$ cat config.mk
export PLATFORM = sky130hd
export DESIGN_NAME = mux_nx1_mem_rr_flat
export DESIGN_NICKNAME = d
export VERILOG_FILES = /design/src/rtl/mux_nx1_mem_rr_pkg.sv /design/src/rtl/mux_nx1_mem_rr_if.sv /design/src/rtl/mux_nx1_mem_rr_arbiter.sv /design/src/rtl/mux_nx1_mem_rr.sv /design/src/flat_wrapper.sv
export SDC_FILE = /design/constraint.sdc
export NUM_CORES = 1
export LEC_CHECK = 0
export ABC_AREA = 0
export CAP_MARGIN = 0
export CORE_UTILIZATION = 35
export CTS_BUF_LIST = sky130_fd_sc_hd__clkbuf_8
export DETAILED_ROUTE_END_ITERATION = 12
export GPL_TIMING_DRIVEN = 1
export PLACE_DENSITY_LB_ADDON = 0.2
export SETUP_SLACK_MARGIN = 0.5
export SYNTH_ARGS = -nofsm -noshare
export SYNTH_HDL_FRONTEND = slang
export SYNTH_SLANG_ARGS = --single-unit
$ cat constraint.sdc
create_clock -name clk -period 6.9 [get_ports clk]
set_input_delay 1.38 -clock clk [delete_from_list [all_inputs] [get_ports clk]]
set_output_delay 1.38 -clock clk [all_outputs]
set_load 0.03 [all_outputs]
$ cat src/rtl/mux_nx1_mem_rr_pkg.sv
// Shared arbitration-mode encoding and channel-index wrap helper for the N:1 memory mux.
// Pure definitions only: no latency, no flow control.
package mux_mem_pkg;

   typedef enum logic {
      MODE_FIXED = 1'b0,
      MODE_RR    = 1'b1
   } mode_e;

   // Modulo-n increment written without '%' so non-power-of-two channel counts stay cheap.
   function automatic int wrap_inc(input int idx, input int n);
      return (idx == n - 1) ? 0 : idx + 1;
   endfunction

endpackage

$ cat src/rtl/mux_nx1_mem_rr_if.sv
// Producer-lane / consumer-lane bundle for mux_nx1_mem_rr; master drives inputs, slave is the mux.
// Wires only: no latency, no backpressure (valid-only qualification).
interface mux_nx1_mem_rr_if #(
   parameter int WIDTH    = 4,
   parameter int CHANNELS = 4
);
   localparam int SEL_W = $clog2(CHANNELS);

   logic                      mode;
   logic [SEL_W-1:0]          selector;
   logic [CHANNELS*WIDTH-1:0] data_in;
   logic [CHANNELS-1:0]       valid_in;
   logic [WIDTH-1:0]          data_out;
   logic                      valid_out;
   logic [SEL_W-1:0]          sel_out;

   modport master (
      output mode, selector, data_in, valid_in,
      input  data_out, valid_out, sel_out
   );

   modport slave (
      input  mode, selector, data_in, valid_in,
      output data_out, valid_out, sel_out
   );
endinterface

$ cat src/rtl/mux_nx1_mem_rr_arbiter.sv
// Rotating-priority search: first valid channel at or after rr_ptr, modulo CHANNELS.
// Purely combinational (0 cycles); no backpressure, grant_vld=0 when no channel is valid.
module rr_arbiter
   import mux_mem_pkg::*;
#(
   parameter int  CHANNELS = 4,
   localparam int SEL_W    = $clog2(CHANNELS)
) (
   input  logic [CHANNELS-1:0] valid_in,
   input  logic [SEL_W-1:0]    rr_ptr,
   output logic [SEL_W-1:0]    grant_idx,
   output logic                grant_vld
);

   logic [SEL_W-1:0] idx;

   always_comb begin
      grant_idx = '0;
      grant_vld = 1'b0;
      idx       = rr_ptr;
      for (int i = 0; i < CHANNELS; i++) begin
         if (!grant_vld && valid_in[idx]) begin
            grant_vld = 1'b1;
            grant_idx = idx;
         end
         idx = SEL_W'(wrap_inc(int'(idx), CHANNELS));
      end
   end

endmodule

$ cat src/rtl/mux_nx1_mem_rr.sv
// N:1 valid-qualified mux with output memory; FIXED (external selector) or ROUND-ROBIN selection.
// Latency 1 cycle, all outputs registered; no backpressure, data_out/sel_out hold when nothing is granted.
module mux_nx1_mem_rr
   import mux_mem_pkg::*;
#(
   parameter int  WIDTH    = 4,
   parameter int  CHANNELS = 4,
   localparam int SEL_W    = $clog2(CHANNELS)
) (
   input logic              clk,
   input logic              reset,
   mux_nx1_mem_rr_if.slave  bus
);

   logic [WIDTH-1:0] ch_dat [CHANNELS];
   logic [SEL_W-1:0] rr_idx;
   logic             rr_vld;

   logic [WIDTH-1:0] data_q,   data_d;
   logic             vld_q,    vld_d;
   logic [SEL_W-1:0] sel_q,    sel_d;
   logic [SEL_W-1:0] rr_ptr_q, rr_ptr_d;

   for (genvar k = 0; k < CHANNELS; k++) begin : g_unpack
      assign ch_dat[k] = bus.data_in[k*WIDTH +: WIDTH];
   end

   rr_arbiter #(
      .CHANNELS (CHANNELS)
   ) u_arb (
      .valid_in  (bus.valid_in),
      .rr_ptr    (rr_ptr_q),
      .grant_idx (rr_idx),
      .grant_vld (rr_vld)
   );

   always_comb begin
      data_d   = data_q;
      vld_d    = 1'b0;
      sel_d    = sel_q;
      rr_ptr_d = rr_ptr_q;
      if (bus.mode == MODE_RR) begin
         if (rr_vld) begin
            data_d   = ch_dat[rr_idx];
            vld_d    = 1'b1;
            sel_d    = rr_idx;
            rr_ptr_d = SEL_W'(wrap_inc(int'(rr_idx), CHANNELS));
         end
      end else if (int'(bus.selector) < CHANNELS) begin
         // Range test comes first so an out-of-range selector never indexes valid_in.
         if (bus.valid_in[bus.selector]) begin
            data_d = ch_dat[bus.selector];
            vld_d  = 1'b1;
            sel_d  = bus.selector;
         end
      end
   end

   always_ff @(posedge clk) begin
      if (reset) begin
         data_q   <= '0;
         vld_q    <= 1'b0;
         sel_q    <= '0;
         rr_ptr_q <= '0;
      end else begin
         data_q   <= data_d;
         vld_q    <= vld_d;
         sel_q    <= sel_d;
         rr_ptr_q <= rr_ptr_d;
      end
   end

   assign bus.data_out  = data_q;
   assign bus.valid_out = vld_q;
   assign bus.sel_out   = sel_q;

endmodule

$ cat src/flat_wrapper.sv
// flat-port wrapper written by rule: the top's interface ports become plain ports
module mux_nx1_mem_rr_flat import mux_mem_pkg::*;
#(
   parameter int  WIDTH    = 4,
   parameter int  CHANNELS = 4,
   localparam int SEL_W    = $clog2(CHANNELS)
)
  (clk, reset, bus_mode, bus_selector, bus_data_in, bus_valid_in, bus_data_out, bus_valid_out, bus_sel_out);
  mux_nx1_mem_rr_if #(.WIDTH(WIDTH), .CHANNELS(CHANNELS)) bus_i ();
  input logic clk;
  input logic reset;
  input wire logic [$bits(bus_i.mode)-1:0] bus_mode;
  input wire logic [$bits(bus_i.selector)-1:0] bus_selector;
  input wire logic [$bits(bus_i.data_in)-1:0] bus_data_in;
  input wire logic [$bits(bus_i.valid_in)-1:0] bus_valid_in;
  output wire logic [$bits(bus_i.data_out)-1:0] bus_data_out;
  output wire logic [$bits(bus_i.valid_out)-1:0] bus_valid_out;
  output wire logic [$bits(bus_i.sel_out)-1:0] bus_sel_out;
  assign bus_i.mode = bus_mode;
  assign bus_i.selector = bus_selector;
  assign bus_i.data_in = bus_data_in;
  assign bus_i.valid_in = bus_valid_in;
  assign bus_data_out = bus_i.data_out;
  assign bus_valid_out = bus_i.valid_out;
  assign bus_sel_out = bus_i.sel_out;
  mux_nx1_mem_rr #(.WIDTH(WIDTH), .CHANNELS(CHANNELS)) u_core (.clk(clk), .reset(reset), .bus(bus_i));
endmodule
==> run metrics <==
Critical Path AT=4.28 ns; Worst R2R Setup Slack=roughly 3.4 ns; fin crit period=approximately 4.2 ns; Final ANT Viol Nets=0; Pint=about 0.29 mW; # fillers=around 290; Yosys top cell by area=dfxtp_1; share of post-route cells with drive strength above 1=0.135; PnR worst setup slack=approximately 2.7 ns; DR DRC count=0; cell area after layout=approximately 1500 µm²; DP Worst Slack=approximately 2.5 ns; VDD IR max=between 200 and 250 µV; Worst-Margin Slew=0.737 ns; Tcrit/Tclk final=0.603; ant diodes=0; global route overflow=0; clk_lat worst skew=between 0.2 and 0.25 ns; Synth Cell Area=1120 µm²; leakage power=roughly 0.54 nW; min-delay src=u_core.bus.sel_out[0]$_SDFFE_PP0P_; final total power=0.555 mW; max-slew violations=0; final hold vios=0; Max Clock Skew=between 0.002 and 0.0025 ns; H-tree depth=1; Resized cells post-CTS=0; Clock Power Share=0.111; PD cells=380 nW/µm²; top cells by area, synth=dfxtp_1 (16%), mux4_2 (16%), mux2i_1 (4.5%), mux2_2 (4.0%), nor2_1 (3.7%); Pre-antenna DRT Iters=4; worst reg2reg path depth=8; syn_area_per_cell=about 8.3 µm²; Logic pwr share=0.712; CTS Sinks=9; crit end category=flip-flop; WL/cell=about 14 µm; first-pass GRT wire length=approximately 4600 µm; DR vias/cell=between 5 and 6; Sw Pwr=~0.26 mW; die area=3420 µm²; WP data required=7.02 ns; register area share after synthesis=0.161; DP Cell Count=195; synth warn=0; Yosys reg bits=9; setup violators final=0; Final Wtd Congestion=roughly 0.84; largest net degree at the start of global routing=22; Fmax=approximately 240 MHz; crit path kind=input port to flip-flop; Clock transition at path regs=~0.05 ns; Vias=~1.1k; nets=~180; Die Wd=~58 µm; CP max FO=14; Post-CTS Hold Buffers=0; CORE AREA=roughly 3000 µm²; status=complete, no violations; vias in the first global route=roughly 1,000; Non-Filler Instances=slightly below 200; PortBufs=31; initial antenna violation count=0; row count=20; starting density of the core=0.369; CTS Buffer Depth=2; end point of the worst hold path=u_core.bus.sel_out[0]$_SDFFE_PP0P_; GRT Total Usage=0.173; Cells after Synth=between 100 and 150; DPL Wire Length=2090 µm; total CTS buffers=3; crit path launch type=input port; syn nets=between 150 and 200; area of placed instances=~1400 µm²; Distinct cells, synth=between 40 and 50; total wire length=2840 µm; Reg power frac=0.177; TritonCTS clock tree=built; Yosys top cell area share=0.161; Crit Reg-Reg Endpoint=u_core.bus.data_out[2]$_SDFFE_PP0P_; Hold Crit Class=flip-flop to flip-flop; num ports=32; setup TNS=0 ns; max_slew headroom=0.508; sw frac=0.477; Initial DRC Count=44; Layout area overhead=30.9%; Max Cap Violations=0; CTS root buf=clkbuf_8; Cells on Worst Hold Path=2; RSZ-0062 raised after global routing=no; r2r startpoint=u_core.rr_ptr_q[0]$_SDFFE_PP0P_; Die Span Y=about 58 µm; number of setup buffers added after CTS=0
-- area by class of cell --
type,instances,area [µm²],share of cell area
inverters,4,15.0,0.0103
repair buffers,31,310,0.212
flip-flops and latches,9,180,0.123
well taps,44,55.1,0.0377
clock inverters,1,5.00,0.00342
multi-input cells,107,855,0.585
clock buffers,3,41.3,0.0283
-- registers in the layout, summed over array words and instances (netlist names) --
signal	count
u_core.bus.sel_out	2
u_core.rr_ptr_q	2
u_core.bus.valid_out	1
u_core.bus.data_out	4
-- placed cells by master, fill, tap and decap left out, types with 4 or more instances in the layout --
| cell | count |
|---|---|
| mux2_2 | 4 |
| inv_1 | 4 |
| a21oi_1 | 5 |
| mux4_2 | 8 |
| nor2_1 | 11 |
| o21ai_0 | 7 |
| nor3_1 | 6 |
| clkdlybuf4s50_1 | 31 |
| nand3_1 | 5 |
| nand2_1 | 8 |
| dfxtp_1 | 9 |
| mux2i_1 | 5 |
-- worst max-delay path by stage --
stage | startpoint | endpoint | slack, ns | depth (start not counted)
after floorplan | bus_valid_in[2] | u_core.bus.data_out[2]$_SDFFE_PP0P_ | 3.26 | 8
after global placement | bus_valid_in[2] | u_core.bus.data_out[2]$_SDFFE_PP0P_ | 2.57 | 8
after detailed placement | bus_valid_in[2] | u_core.bus.data_out[2]$_SDFFE_PP0P_ | 2.52 | 8
after CTS | bus_valid_in[2] | u_core.bus.data_out[2]$_SDFFE_PP0P_ | 2.76 | 8
after global routing | bus_valid_in[2] | u_core.bus.data_out[2]$_SDFFE_PP0P_ | 2.63 | 8
final | bus_valid_in[2] | u_core.bus.data_out[2]$_SDFFE_PP0P_ | 2.74 | 8
-- stage by stage --
| stage | hold slack, ns | util |
|---|---|---|
| after detailed placement | 0.493 | 0.467 |
| after floorplan | 0.618 | - |
| after CTS | 0.505 | 0.483 |
| after global routing | 0.517 | 0.483 |
| after global placement | 0.481 | 0.467 |
| final | 0.498 | 0.483 |
-- layer usage --
metal,vias to the layer above,part of all wire,global-route usage
met4,0,0.0039,0.0204
met1,540,0.49,0.252
li1,562,-,-
met5,-,0,0
met3,2,0.065,0.0440
met2,41,0.44,0.264
-- worst max-delay path: stages --
cell and delay (ns):
clkdlybuf4s50_1 0.74, or3b_2 0.50, a221oi_1 0.36, a21oi_1 0.10, a221o_1 0.37, nor2_4 0.19
mux2_2 0.36, o311a_1 0.28
-- logic make-up (layout without fill, tap and decap cells) --
group | Yosys count | after routing | synth area share
AOI/OAI and AO/OA | 37 | 37 | 0.249
xor gates and xnor gates | 1 | 1 | 0.00785
buffers and inverters | 18 | 39 | 0.0729
and+or+nand+nor | 50 | 50 | 0.241
muxes | 18 | 18 | 0.257
DFF | 9 | 9 | 0.161
adders and majority gates | 1 | 1 | 0.0112
-- power groups by stage --
stage / Combinational (mW) / Clock [mW] / Sequential [mW]
5_1_grt: 0.431 / 0.0660 / 0.102
4_1_cts: 0.396 / 0.0624 / 0.0980
3_5_place_dp: 0.395 / 0 / 0.0992
2_1_floorplan: 0.305 / 0 / 0.106
6_report: 0.395 / 0.0617 / 0.0985
3_3_place_gp: 0.395 / 0 / 0.0985
-- cell usage after synthesis, drive strengths merged --
library cell  count
a211oi            3
o31a              2
or4               1
buf               7
mux4              8
nor3              6
or3b              2
dfxtp             9
a311o             1
and3              1
a31oi             1
o211a             3
o311a             1
nor2             12
nand3b            2
xor2              1
inv               4
nor4              1
or3               2
nand2             8
a221o             2
a21boi            2
a21oi             5
o21ai             7
o31ai             1
o221ai            1
nor2b             2
a41o              1
nand4             1
clkbuf            7
mux2i             5
and2              2
nand2b            3
a311oi            3
ha                1
o32ai             1
or2               2
nand3             5
a21o              1
a221oi            2
mux2              5
Note: power is estimated with default switching activity, not from simulation.
